<file path="config.mk">
export PLATFORM = sky130hd
export DESIGN_NAME = seg_scan_ctrl_flat
export DESIGN_NICKNAME = d
export VERILOG_FILES = /design/src/rtl/seg_pkg.sv /design/src/rtl/seg_scan_ctrl_if.sv /design/src/rtl/hex_to_sevseg.sv /design/src/rtl/seg_scan_ctrl.sv /design/src/flat_wrapper.sv
export SDC_FILE = /design/constraint.sdc
export NUM_CORES = 1
export LEC_CHECK = 0
export CAP_MARGIN = 0
export CORE_MARGIN = 5
export CORE_UTILIZATION = 45
export DETAILED_ROUTE_END_ITERATION = 16
export GPL_ROUTABILITY_DRIVEN = 0
export PLACE_DENSITY = 0.66
export SLEW_MARGIN = 20
export SYNTH_ARGS = -nofsm -noshare
export SYNTH_HDL_FRONTEND = slang
export SYNTH_HIERARCHICAL = 1
export SYNTH_SLANG_ARGS = --single-unit
</file>
<file path="constraint.sdc">
create_clock -name Clock -period 3.05 [get_ports Clock]
set_input_delay 0.61 -clock Clock [delete_from_list [all_inputs] [get_ports Clock]]
set_output_delay 0.61 -clock Clock [all_outputs]
set_load 0.005 [all_outputs]
</file>
<file path="src/rtl/seg_pkg.sv">
// -----------------------------------------------------------------------------
// seg_pkg
//   Shared definitions for the multiplexed seven-segment scan controller:
//   active-low glyph constants ({g,f,e,d,c,b,a}, 0 = segment lit), the
//   all-off pattern and the scan FSM state encoding.
// -----------------------------------------------------------------------------
package seg_pkg;

    localparam logic [6:0] SEG_OFF = 7'h7F;

    localparam logic [6:0] SEG_0 = 7'h40;
    localparam logic [6:0] SEG_1 = 7'h79;
    localparam logic [6:0] SEG_2 = 7'h24;
    localparam logic [6:0] SEG_3 = 7'h30;
    localparam logic [6:0] SEG_4 = 7'h19;
    localparam logic [6:0] SEG_5 = 7'h12;
    localparam logic [6:0] SEG_6 = 7'h02;
    localparam logic [6:0] SEG_7 = 7'h78;
    localparam logic [6:0] SEG_8 = 7'h00;
    localparam logic [6:0] SEG_9 = 7'h10;
    localparam logic [6:0] SEG_A = 7'h08;
    localparam logic [6:0] SEG_B = 7'h03;
    localparam logic [6:0] SEG_C = 7'h46;
    localparam logic [6:0] SEG_D = 7'h21;
    localparam logic [6:0] SEG_E = 7'h06;
    localparam logic [6:0] SEG_F = 7'h0E;

    typedef enum logic [1:0] {
        IDLE  = 2'd0,
        SHOW  = 2'd1,
        BLANK = 2'd2
    } scan_state_e;

endpackage

</file>
<file path="src/rtl/seg_scan_ctrl_if.sv">
// -----------------------------------------------------------------------------
// seg_scan_ctrl_if
//   Groups the scan controller's control/data inputs and display outputs.
//   master : drives Enable, LzbEn, BcdIn; observes the display outputs.
//   slave  : the scan controller itself.
//   Signals:
//     Enable    1 = scan, 0 = display dark
//     LzbEn     1 = leading-zero blanking on
//     BcdIn     4*NUM_DIGITS packed digits, digit 0 in the low nibble
//     Segment   active-low {g,f,e,d,c,b,a}
//     DigitSel  one-hot active-high digit enable
//     FrameTick 1-cycle pulse at the start of each frame
// -----------------------------------------------------------------------------
interface seg_scan_ctrl_if #(
    parameter int NUM_DIGITS = 4
);
    logic                    Enable;
    logic                    LzbEn;
    logic [4*NUM_DIGITS-1:0] BcdIn;
    logic [6:0]              Segment;
    logic [NUM_DIGITS-1:0]   DigitSel;
    logic                    FrameTick;

    modport master (
        output Enable,
        output LzbEn,
        output BcdIn,
        input  Segment,
        input  DigitSel,
        input  FrameTick
    );

    modport slave (
        input  Enable,
        input  LzbEn,
        input  BcdIn,
        output Segment,
        output DigitSel,
        output FrameTick
    );
endinterface

</file>
<file path="src/rtl/hex_to_sevseg.sv">
// -----------------------------------------------------------------------------
// hex_to_sevseg
//   Pure combinational hex digit to active-low seven-segment decoder.
//   Values 10..15 show A, b, C, d, E, F.
//   Ports:
//     hex_i  4-bit digit value
//     seg_o  active-low {g,f,e,d,c,b,a}
// -----------------------------------------------------------------------------
module hex_to_sevseg
    import seg_pkg::*;
(
    input  logic [3:0] hex_i,
    output logic [6:0] seg_o
);

    // Glyph lookup.
    always_comb begin
        seg_o = SEG_OFF;
        case (hex_i)
            4'h0:    seg_o = SEG_0;
            4'h1:    seg_o = SEG_1;
            4'h2:    seg_o = SEG_2;
            4'h3:    seg_o = SEG_3;
            4'h4:    seg_o = SEG_4;
            4'h5:    seg_o = SEG_5;
            4'h6:    seg_o = SEG_6;
            4'h7:    seg_o = SEG_7;
            4'h8:    seg_o = SEG_8;
            4'h9:    seg_o = SEG_9;
            4'hA:    seg_o = SEG_A;
            4'hB:    seg_o = SEG_B;
            4'hC:    seg_o = SEG_C;
            4'hD:    seg_o = SEG_D;
            4'hE:    seg_o = SEG_E;
            4'hF:    seg_o = SEG_F;
            default: seg_o = SEG_OFF;
        endcase
    end

endmodule

</file>
<file path="src/rtl/seg_scan_ctrl.sv">
// -----------------------------------------------------------------------------
// seg_scan_ctrl
//   Time-multiplexes one hex-to-seven-segment decoder across NUM_DIGITS
//   digits. Each digit is lit for PRESCALE cycles, followed by BLANK_CYCLES
//   all-off guard cycles. The BCD input is snapshotted once per frame so a
//   counter carry mid-frame never tears the display. Optional leading-zero
//   blanking hides high-order zero digits (digit 0 always shown).
//   Ports:
//     Clock  system clock, rising edge
//     Reset  asynchronous, active-low
//     bus    seg_scan_ctrl_if slave modport (Enable, LzbEn, BcdIn in;
//            Segment, DigitSel, FrameTick out, all registered)
// -----------------------------------------------------------------------------
module seg_scan_ctrl
    import seg_pkg::*;
#(
    parameter int NUM_DIGITS   = 4,
    parameter int PRESCALE     = 50000,
    parameter int BLANK_CYCLES = 2
) (
    input  logic           Clock,
    input  logic           Reset,
    seg_scan_ctrl_if.slave bus
);

    // One counter times both the lit and the dark phase, so size it for the longer.
    localparam int CNT_MAX = (PRESCALE > BLANK_CYCLES) ? PRESCALE : BLANK_CYCLES;
    localparam int CW      = $clog2(CNT_MAX);
    localparam int IW      = $clog2(NUM_DIGITS);

    localparam logic [CW-1:0] PRE_LAST = CW'(PRESCALE - 1);
    localparam logic [CW-1:0] BLK_LAST = CW'(BLANK_CYCLES - 1);
    localparam logic [IW-1:0] IDX_LAST = IW'(NUM_DIGITS - 1);

    scan_state_e             state_q, state_d;
    logic [CW-1:0]           cnt_q,   cnt_d;
    logic [IW-1:0]           idx_q,   idx_d;
    logic [4*NUM_DIGITS-1:0] snap_q,  snap_d;
    logic [6:0]              seg_q,   seg_d;
    logic [NUM_DIGITS-1:0]   sel_q,   sel_d;
    logic                    tick_q,  tick_d;

    logic [3:0]              digit_s;
    logic [6:0]              glyph_s;
    logic [NUM_DIGITS-1:0]   blank_s;
    logic                    blank_cur_s;

    // State, counters, snapshot and output registers.
    always_ff @(posedge Clock or negedge Reset) begin
        if (!Reset) begin
            state_q <= IDLE;
            cnt_q   <= '0;
            idx_q   <= '0;
            snap_q  <= '0;
            seg_q   <= SEG_OFF;
            sel_q   <= '0;
            tick_q  <= 1'b0;
        end else begin
            state_q <= state_d;
            cnt_q   <= cnt_d;
            idx_q   <= idx_d;
            snap_q  <= snap_d;
            seg_q   <= seg_d;
            sel_q   <= sel_d;
            tick_q  <= tick_d;
        end
    end

    // Scan FSM next state; the snapshot is taken only when a frame (re)starts.
    always_comb begin
        state_d = state_q;
        cnt_d   = cnt_q;
        idx_d   = idx_q;
        snap_d  = snap_q;
        if (!bus.Enable) begin
            state_d = IDLE;
            cnt_d   = '0;
            idx_d   = '0;
        end else begin
            case (state_q)
                IDLE: begin
                    state_d = SHOW;
                    cnt_d   = '0;
                    idx_d   = '0;
                    snap_d  = bus.BcdIn;
                end
                SHOW: begin
                    if (cnt_q == PRE_LAST) begin
                        state_d = BLANK;
                        cnt_d   = '0;
                    end else begin
                        cnt_d = cnt_q + CW'(1);
                    end
                end
                BLANK: begin
                    if (cnt_q == BLK_LAST) begin
                        state_d = SHOW;
                        cnt_d   = '0;
                        if (idx_q == IDX_LAST) begin
                            idx_d  = '0;
                            snap_d = bus.BcdIn;
                        end else begin
                            idx_d = idx_q + IW'(1);
                        end
                    end else begin
                        cnt_d = cnt_q + CW'(1);
                    end
                end
                default: begin
                    state_d = IDLE;
                    cnt_d   = '0;
                    idx_d   = '0;
                end
            endcase
        end
    end

    // Leading-zero mask: a digit is blanked when it and every higher digit are zero.
    always_comb begin
        logic zero_run_v;
        zero_run_v = 1'b1;
        blank_s    = '0;
        for (int i = NUM_DIGITS - 1; i >= 0; i--) begin
            zero_run_v = zero_run_v & (snap_q[4*i +: 4] == 4'd0);
            blank_s[i] = bus.LzbEn & zero_run_v & (i != 0);
        end
    end

    // Select the current digit from the frame snapshot for the shared decoder.
    always_comb begin
        digit_s     = snap_q[{idx_q, 2'b00} +: 4];
        blank_cur_s = blank_s[idx_q];
    end

    hex_to_sevseg u_dec (
        .hex_i (digit_s),
        .seg_o (glyph_s)
    );

    // Output next values; dropping Enable darkens the display on the very next edge.
    always_comb begin
        seg_d  = SEG_OFF;
        sel_d  = '0;
        tick_d = 1'b0;
        if (bus.Enable && (state_q == SHOW)) begin
            sel_d  = {{(NUM_DIGITS-1){1'b0}}, 1'b1} << idx_q;
            seg_d  = blank_cur_s ? SEG_OFF : glyph_s;
            tick_d = (idx_q == '0) && (cnt_q == '0);
        end else begin
            seg_d  = SEG_OFF;
            sel_d  = '0;
            tick_d = 1'b0;
        end
    end

    assign bus.Segment   = seg_q;
    assign bus.DigitSel  = sel_q;
    assign bus.FrameTick = tick_q;

endmodule
</file>
<file path="src/flat_wrapper.sv">
// flat-port wrapper written by rule: the top's interface ports become plain ports
module seg_scan_ctrl_flat import seg_pkg::*;
#(
    parameter int NUM_DIGITS   = 4,
    parameter int PRESCALE     = 50000,
    parameter int BLANK_CYCLES = 2
)
  (Clock, Reset, bus_Enable, bus_LzbEn, bus_BcdIn, bus_Segment, bus_DigitSel, bus_FrameTick);
  seg_scan_ctrl_if #(.NUM_DIGITS(NUM_DIGITS)) bus_i ();
  input  logic Clock;
  input  logic Reset;
  input wire logic [$bits(bus_i.Enable)-1:0] bus_Enable;
  input wire logic [$bits(bus_i.LzbEn)-1:0] bus_LzbEn;
  input wire logic [$bits(bus_i.BcdIn)-1:0] bus_BcdIn;
  output wire logic [$bits(bus_i.Segment)-1:0] bus_Segment;
  output wire logic [$bits(bus_i.DigitSel)-1:0] bus_DigitSel;
  output wire logic [$bits(bus_i.FrameTick)-1:0] bus_FrameTick;
  assign bus_i.Enable = bus_Enable;
  assign bus_i.LzbEn = bus_LzbEn;
  assign bus_i.BcdIn = bus_BcdIn;
  assign bus_Segment = bus_i.Segment;
  assign bus_DigitSel = bus_i.DigitSel;
  assign bus_FrameTick = bus_i.FrameTick;
  seg_scan_ctrl #(.NUM_DIGITS(NUM_DIGITS), .PRESCALE(PRESCALE), .BLANK_CYCLES(BLANK_CYCLES)) u_core (.Clock(Clock), .Reset(Reset), .bus(bus_i));
endmodule
</file>
==> summary.md <==
| Metric | Value |
|---|---|
| Result of the run | `complete, no violations` |
| Final Hold Slack | `around 0.30 ns` |
| Total number of vias | `1806` |
| Number of enable-type register cells in the synthesized netlist | `0` |
| Met3 Use GR | `between 2 and 2.5%` |
| Clock input transition at the sequential cells of the worst setup and hold paths | `0.08 ns` |
| Proportion of synthesized chip area in sequential cells | `43.5%` |
| Total nets after synthesis | `271` |
| Critical path class | `reg -> reg` |
| Top cell type's share of synthesized area | `between 30% and 40%` |
| Worst-case register-to-register setup slack | `between 0.6 and 0.7 ns` |
| FF+latch area | `1210 um^2` |
| Top library cells by usage in the layout, fill and taps aside | `41 x sky130_fd_sc_hd__dfrtp_1, 30 x sky130_fd_sc_hd__clkdlybuf4s50_1, 18 x sky130_fd_sc_hd__ha_1, 15 x sky130_fd_sc_hd__nor3_1` |
| Critical path, cell by cell | `mux4_2 -> inv_1 -> ha_1 -> and2b_2 -> or3b_1 -> o21ai_0 -> nand3b_1` |
| Wire length reported by the detailed router | `4.98 mm` |
| Horizontal die dimension | `88.6 um` |
| First-pass GRT wire length | `8.74 mm` |
| Kind of cell adding the most delay to the critical path | `simple AND/OR/NAND/NOR gates` |
| Post-DP HPWL | `3.62 mm` |
| Max_cap viols | `0` |
| F_max | `0.418 GHz` |
| Layer carrying the most global-route usage | `met1` |
| Post-route antenna net violation count | `0` |
| CP bufs+invs | `1` |
| Synth Flop Type | `sky130_fd_sc_hd__dfrtp_1` |
| Post-synthesis register bit count | `between 40 and 50` |
| VDD IR-drop max | `0.409 mV` |
| Slowest-stage cell, CP | `sky130_fd_sc_hd__mux4_2` |
| Worst reg-to-reg path cell count | `7` |
| Async set-or-reset flop fraction in the synthesized netlist | `100%` |
| Share of post-route cells with drive strength above 1 | `~19%` |
| Total number of clock tree sinks | `48` |
| Proportion of synthesized area in mux cells | `15.7%` |
| Top cell type by total area after synthesis | `sky130_fd_sc_hd__dfrtp_1` |
| CTS tree | `done` |
| Most common cell after layout, fill and taps aside | `sky130_fd_sc_hd__dfrtp_1` |
| Total clock buffers created by CTS | `5` |
| Data required, critical path | `3.29 ns` |
| Leakage power figure | `1.33 nW` |
| Arithmetic-cell share of the synthesized area counting full adders, half adders and majority gates | `8.10%` |
| Area occupied by multi-input gates | `1440 um^2` |
| Count of final hold-check violations | `0` |
| Transition at the pin with the smallest max-transition slack | `0.692 ns` |
| Post-layout nets | `300` |
| Post-synthesis average cell area | `11.9 um^2` |
| Cell chosen for the clock root | `sky130_fd_sc_hd__clkbuf_8` |
| Main combinational cell family by area after synthesis | `simple AND/OR/NAND/NOR gates` |
| Resize count post-CTS | `0` |
| Number of buffers added to fix hold violations after cts | `0` |
| Number of setup buffers added after CTS | `0` |
| Final Max Tran Viols | `0` |
| Worst Clk Skew | `slightly below 0.009 ns` |
| Area growth from synthesis to final layout | `16.3%` |
| Basic-gate share of the synthesized area counting and, or, nand and nor cells | `19.3%` |
| Die area | `about 7800 um^2` |
| Worst hold path class | `in -> async` |
| Number of I/O pins | `32` |
| Router iterations before antenna repair | `4` |
| Via-to-Cell Ratio | `5.34` |
| Largest net degree at the start of global routing | `49` |
| Critical Path Source Type | `flop` |
| Number of antenna diodes | `0` |
| Areal power density over the cells | `767 nW/um^2` |
| Number of cell rows | `28` |
| Fillcell total | `529` |
| Vias in the first global route | `1796` |
| Type of element capturing the critical path | `flop` |
| M2 GR Usage | `20.1%` |
| Number of buffer cells added on primary ports | `31` |
| Number of library cell types mapped by synthesis | `47` |
| Launch point of the worst path | `u_core/idx_q[0]$_DFFE_PN0P_` |
| Delay of the slowest cell on the worst path | `0.62 ns` |
| Setup Total Neg Slack | `0 ns` |
| Drt wl/cell | `14.7 um` |
| Initial Utilization | `46.7%` |
| Global routing usage summed across all routing layers | `14.2%` |
| Final routed DRC violation total | `0` |
| Core box area | `5960 um^2` |
| Post-synthesis instance total | `around 230` |
| Maximum net fanout on the critical path | `10` |
| Leading post-synthesis cells by cell area | `sky130_fd_sc_hd__dfrtp_1 37%, sky130_fd_sc_hd__ha_1 8.1%, sky130_fd_sc_hd__dfstp_2 6.6%` |
| Cell Area, Synth | `2780 um^2` |
| DR iter-0 viols | `89` |
| Worst slew margin | `53.8%` |
| Share of the clock period used by the worst path | `78.5%` |
| Count of yosys warnings during synthesis | `6` |
| Capturing point of the worst reg2reg path | `u_core/bus.Segment[0]$_DFF_PN1_` |
| H-tree levels | `2` |
| Die height | `88.6 um` |
| Longest Clk Path Bufs | `2` |
| Number of antenna violations at the first check in global routing | `0` |
| Startpoint of the most critical register-to-register path | `u_core/idx_q[0]$_DFFE_PN0P_` |
| Data arrival time at the worst-slack endpoint | `2.63 ns` |
| Met1 demand-to-capacity share in global routing | `between 20% and 30%` |
| Synthesized-area fraction occupied by ao, oa, aoi and oai cells | `5.22%` |
| Worst-Skew Late Latency | `0.30 ns` |
| GRT Residual Overflow | `0` |
| Xor-xnor portion of the synthesized cell area | `under 10%` |
| Number of setup violations in the final report | `0` |
| Unrepaired setup endpoints after global routing | `no` |
| Fin crit period | `2.39 ns` |
[per-layer routing]
layer	up-vias	routed length (um)
met2	30	2140
met5	-	0
li1	901	-
met3	4	172
met4	0	81
met1	871	2580
[report_power, final]
part / switching (mW) / internal [mW] / total (mW)
sequential: 0.124 / 0.813 / 0.937
clock: 0.207 / 0.289 / 0.496
combinational: 0.471 / 0.573 / 1.04
[Yosys cell counts (4+ instances only)]
cell,instances
sky130_fd_sc_hd__nand3_1,10
sky130_fd_sc_hd__mux4_2,4
sky130_fd_sc_hd__clkbuf_1,4
sky130_fd_sc_hd__mux2_4,10
sky130_fd_sc_hd__nand4_1,6
sky130_fd_sc_hd__nand2_1,12
sky130_fd_sc_hd__ha_1,18
sky130_fd_sc_hd__mux2_2,8
sky130_fd_sc_hd__nor3_1,15
sky130_fd_sc_hd__nor2_1,12
sky130_fd_sc_hd__mux2i_1,8
sky130_fd_sc_hd__dfstp_2,7
sky130_fd_sc_hd__nand3b_1,7
sky130_fd_sc_hd__inv_1,12
sky130_fd_sc_hd__dfrtp_1,41
sky130_fd_sc_hd__xnor2_1,8
sky130_fd_sc_hd__and3_1,5
[sequential cells by signal, indices dropped and copies added (netlist names)]
| name | flops |
|---|---|
| u_core/state_q | 2 |
| u_core/bus.Segment | 7 |
| u_core/bus.DigitSel | 4 |
| u_core/bus.FrameTick | 1 |
| u_core/idx_q | 2 |
| u_core/cnt_q | 16 |
| u_core/snap_q | 16 |
[how the worst max path moves through the flow]
stage | cells past startpoint | to
after global routing | 7 | u_core/bus.Segment[0]$_DFF_PN1_
final | 7 | u_core/bus.Segment[0]$_DFF_PN1_
after floorplan | 8 | u_core/bus.Segment[0]$_DFF_PN1_
after CTS | 7 | u_core/bus.Segment[0]$_DFF_PN1_
after global placement | 7 | u_core/bus.Segment[0]$_DFF_PN1_
after detailed placement | 7 | u_core/bus.Segment[0]$_DFF_PN1_
[worst register-to-register path: cells and delay by family, from the launching register on]
kind	cells	cell delay, ns
AOI/OAI and AO/OA	1	0.06
muxes	1	0.62
DFF	1	0.59
buffers and inverters	1	0.17
adders and majority gates	1	0.20
and+or+nand+nor	3	0.70
[through the flow]
step / utilization [%] / power, mW / setup slack [ns] / cells / cell area, um^2
after floorplan: - / 1.78 / 0.661 / 233 / 2780
after global placement: 52.1 / 1.98 / 0.721 / 330 / 3100
after detailed placement: 52.1 / 2.00 / 0.662 / 330 / 3100
after CTS: 54.2 / 2.51 / 0.645 / 338 / 3230
after global routing: 54.2 / 2.67 / 0.457 / 338 / 3230
final: 54.2 / 2.48 / 0.657 / 338 / 3230
[layout make-up]
class	instances	share of cell area [%]
clock buffers	7	2.98
clock inverters	1	0.930
inverters	12	1.39
multi-input cells	163	44.6
flip-flops and latches	48	37.5
well taps	75	2.90
repair buffers	32	9.76
[cell families after synthesis]
group / Yosys count
xor+xnor: 11
simple gates: 86
fa+ha+maj: 18
flops: 48
buf+inv: 22
compound gates: 17
mux: 31
(Power assumes the default switching activity.)
